==> src/rtl/or_4bit_logic.sv <==
// or_4bit_logic: registered signed bitwise OR with sticky accumulate mode and zero/neg status flags
module or_4bit_logic #(
  parameter int WIDTH = 4
) (
  input  logic                    clk,
  input  logic                    rst,
  input  logic                    in_valid,
  input  logic                    acc_mode,
  input  logic signed [WIDTH-1:0] in1,
  input  logic signed [WIDTH-1:0] in2,
  output logic signed [WIDTH-1:0] result,
  output logic                    out_valid,
  output logic                    zero,
  output logic                    neg
);
  logic signed [WIDTH-1:0] result_q, result_d;
  logic                    valid_q, zero_q, neg_q;
  always_comb begin
    result_d = in_valid ? ((acc_mode ? result_q : '0) | in1 | in2) : result_q;
  end
  always_ff @(posedge clk) begin
    if (rst) begin
      result_q <= '0;
      valid_q  <= 1'b0;
      zero_q   <= 1'b1;
      neg_q    <= 1'b0;
    end else begin
      result_q <= result_d;
      valid_q  <= in_valid;
      zero_q   <= ~|result_d;
      neg_q    <= result_d[WIDTH-1];
    end
  end
  assign result    = result_q;
  assign out_valid = valid_q;
  assign zero      = zero_q;
  assign neg       = neg_q;
endmodule

==> config.mk <==
export PLATFORM = sky130hd
export DESIGN_NAME = or_4bit_logic
export DESIGN_NICKNAME = d
export VERILOG_FILES = /design/src/rtl/or_4bit_logic.sv
export SDC_FILE = /design/constraint.sdc
export NUM_CORES = 1
export LEC_CHECK = 0
export ABC_CLOCK_PERIOD_IN_PS = 2100
export BUFFER_PORTS_ARGS = -buffer_cell sky130_fd_sc_hd__buf_2
export CORE_AREA = 3 3 40 42
export CTS_BUF_LIST = sky130_fd_sc_hd__clkbuf_16
export DETAILED_ROUTE_END_ITERATION = 8
export DIE_AREA = 0 0 43 45
export PLACE_DENSITY = 0.44
export SYNTH_ARGS = -nofsm -noshare
export SYNTH_HDL_FRONTEND = slang
export SYNTH_SLANG_ARGS = --single-unit
==> constraint.sdc <==
create_clock -name clk -period 2.1 [get_ports clk]
set_input_delay 0 -clock clk [delete_from_list [all_inputs] [get_ports clk]]
set_output_delay 0 -clock clk [all_outputs]
set_load 0.02 [all_outputs]
==> impl_metrics.toml <==
[run_status]
status = "finished, final reports clean"

[routing]
drcViolationCount = 0
drt-total-wl_um = 623
drt_iter0_markers = 0
via_count = 221
post_drt_wl_per_cell_um = 10.9
drtPass1Iterations = 1
vias_per_cell = 3.88
ant_nets = 0

[timing]
rsz0062_at_grt = "no"
setup_violations = 0
finalWorstSetupSlack_ns = 1.36
fin_crit_sh_pct = 35.4
layout_min_cycle_time_ns = 0.744
tightest_slew_ns = 0.129
max_clock_freq_ghz = 1.34
fin_worst_skew_ns = 0.000229
hold_viol_final = 0
setup_tns_ns = 0
slew_headroom_pct = 91.4
drv_slew = 0

[cts]
clock_sinks = 6
worst_skew_pair.late_latency_ns = 0.23
ctsHoldBuffers = 0
cts_root_buf = "clkbuf_16"
cts_setup_buffers = 0
cts_tree = "yes"
cts.path.max_buffers = 2
numCtsBuffers = 3
path_clk_slew_ns = 0.03
cts_resized = 0
h-tree-depth = 1

[layout]
fin_cells = 57
drive_above_1_share_pct = 61.9
nets = 56
antennaDiodeCount = 0
post-route-util_pct = 32.2
final_common_cell = "buf_2"
area_growth_syn_to_layout_pct = 74.2
layout_common_cells = "buf_2, dfxtp_1, o21a_1, a21oi_2, nor2_1"

[worst_setup_path]
crit_start = "result[3]$_SDFF_PP0_"
worst-path-max-fanout = 3
slowest_delay_ns = 0.34
cp.arrival_ns = 0.74
cp_top_family = "flip-flops"
critPathCaptureType = "primary output"
worst_path_max_delay_cell = "dfxtp_1"
cp.required_ns = 2.10
crit_buf_inv = 1
rr_startpoint = "result[3]$_SDFF_PP0_"
crit_type = "reg2out"
path_cells = "buf_2"
worst_setup_path_start_kind = "flip-flop"

[synth]
syn_inst = 22
synthesis.area_um2 = 238
yosys_warnings = 0
ys_ff_latch = 6
syn_nets = 34
synth_cell_type_count = 8
yosysTopAreaCell = "dfxtp_1"
syn_avg_cell_area_um2 = 10.8
yosysTopAreaCellShare_pct = 50.5
yosys-top-cells-area = "dfxtp_1, a21oi_2, o21a_1, nor2_1, nand2b_4"
synth_seq_area_share_pct = 50.5

[global_routing]
antenna_found_initial = 0
grt_pass1_wl_um = 966
first_global_vias = 198
grt_max_degree = 7
gr-total-overflow = 0
globalRouteTotalUtil_pct = 7.58

[power]
power_mw = 0.491
irDropWorstVdd_v = 0.000324
p_leak_nw = 0.204
pwr-share-clk_pct = 62.9
p_sw_mw = 0.0992
powerDensity_mw_per_mm2 = 1190
internal-power_mw = 0.392
swShare_pct = 20.2
combPwrFrac_pct = 11.2
power_frac_seq_pct = 25.9

[placed_design]
dp_cells = 54
place_ws_ns = 1.36
place_hpwl_um = 485
place.gp.congestion = 0.669
io_buffer_count = 18

[job]
maxCapViolCount = 0

[hold_path]
hold_start = "rst"
hold_class = "in2reg"

[floorplan]
io_pins = 19
die_h_um = 45
die_x_um = 43
coreArea_mm2 = 0.00128
start_util_pct = 18.5
rows = 13
dieArea_mm2 = 0.00194
## cell type report
cell class                 count  area, um2
tap                           15       18.8
fill                         145        871
sequential                     6        120
timing repair buffer          18       90.1
clock buffer                   3       75.1
multi-input combinational     15        110
## cells by family after synthesis
family	synth area share, %
AO/OA/AOI/OAI	31.6
buffers and inverters	3.16
AND/OR/NAND/NOR	14.7
flip-flops	50.5
## metal layers
layer | wire (um) | up-vias | global-route usage (%)
li1 | - | 116 | -
met2 | 292 | 15 | 10.5
met3 | 101 | 2 | 5.58
met5 | 0 | - | 0
met4 | 8 | 0 | 9.04
met1 | 219 | 88 | 6.52
## registers in the layout (all words and copies together), names as in the netlist
register and flops:
zero 1, out_valid 1, result 4
## synth_stat cells
cell type and number:
dfxtp_1 6, o21a_1 4, nor2b_1 1, nor2_1 4, nand2b_4 1, a21oi_2 4, a41o_1 1, buf_4 1
## through the flow
stage,hold slack (ns),cell area [um2]
floorplan,0.0716,238
global placement,0.245,339
detailed placement,0.242,339
CTS,0.00470,414
global route,0.0210,414
finish,0.00425,414
## power by group through the flow
stage	Combinational (mW)	Sequential, mW	Clock (mW)
4_1_cts	0.0561	0.127	0.312
5_1_grt	0.0608	0.128	0.322
3_3_place_gp	0.0550	0.129	0
3_5_place_dp	0.0556	0.129	0
2_1_floorplan	0.0221	0.139	0
6_report	0.0550	0.127	0.309
## path summary, 6_finish.rpt
path                                        endpoint  slack (ns)  cells past startpoint
worst max-delay path                       result[3]        1.36                      1
worst min-delay path            result[3]$_SDFF_PP0_       0.004                      2
worst max register to register       zero$_SDFF_PP1_        1.36                      2
worst min register to register  result[2]$_SDFF_PP0_        0.50                      2
Power figures use the tool's default switching activity.
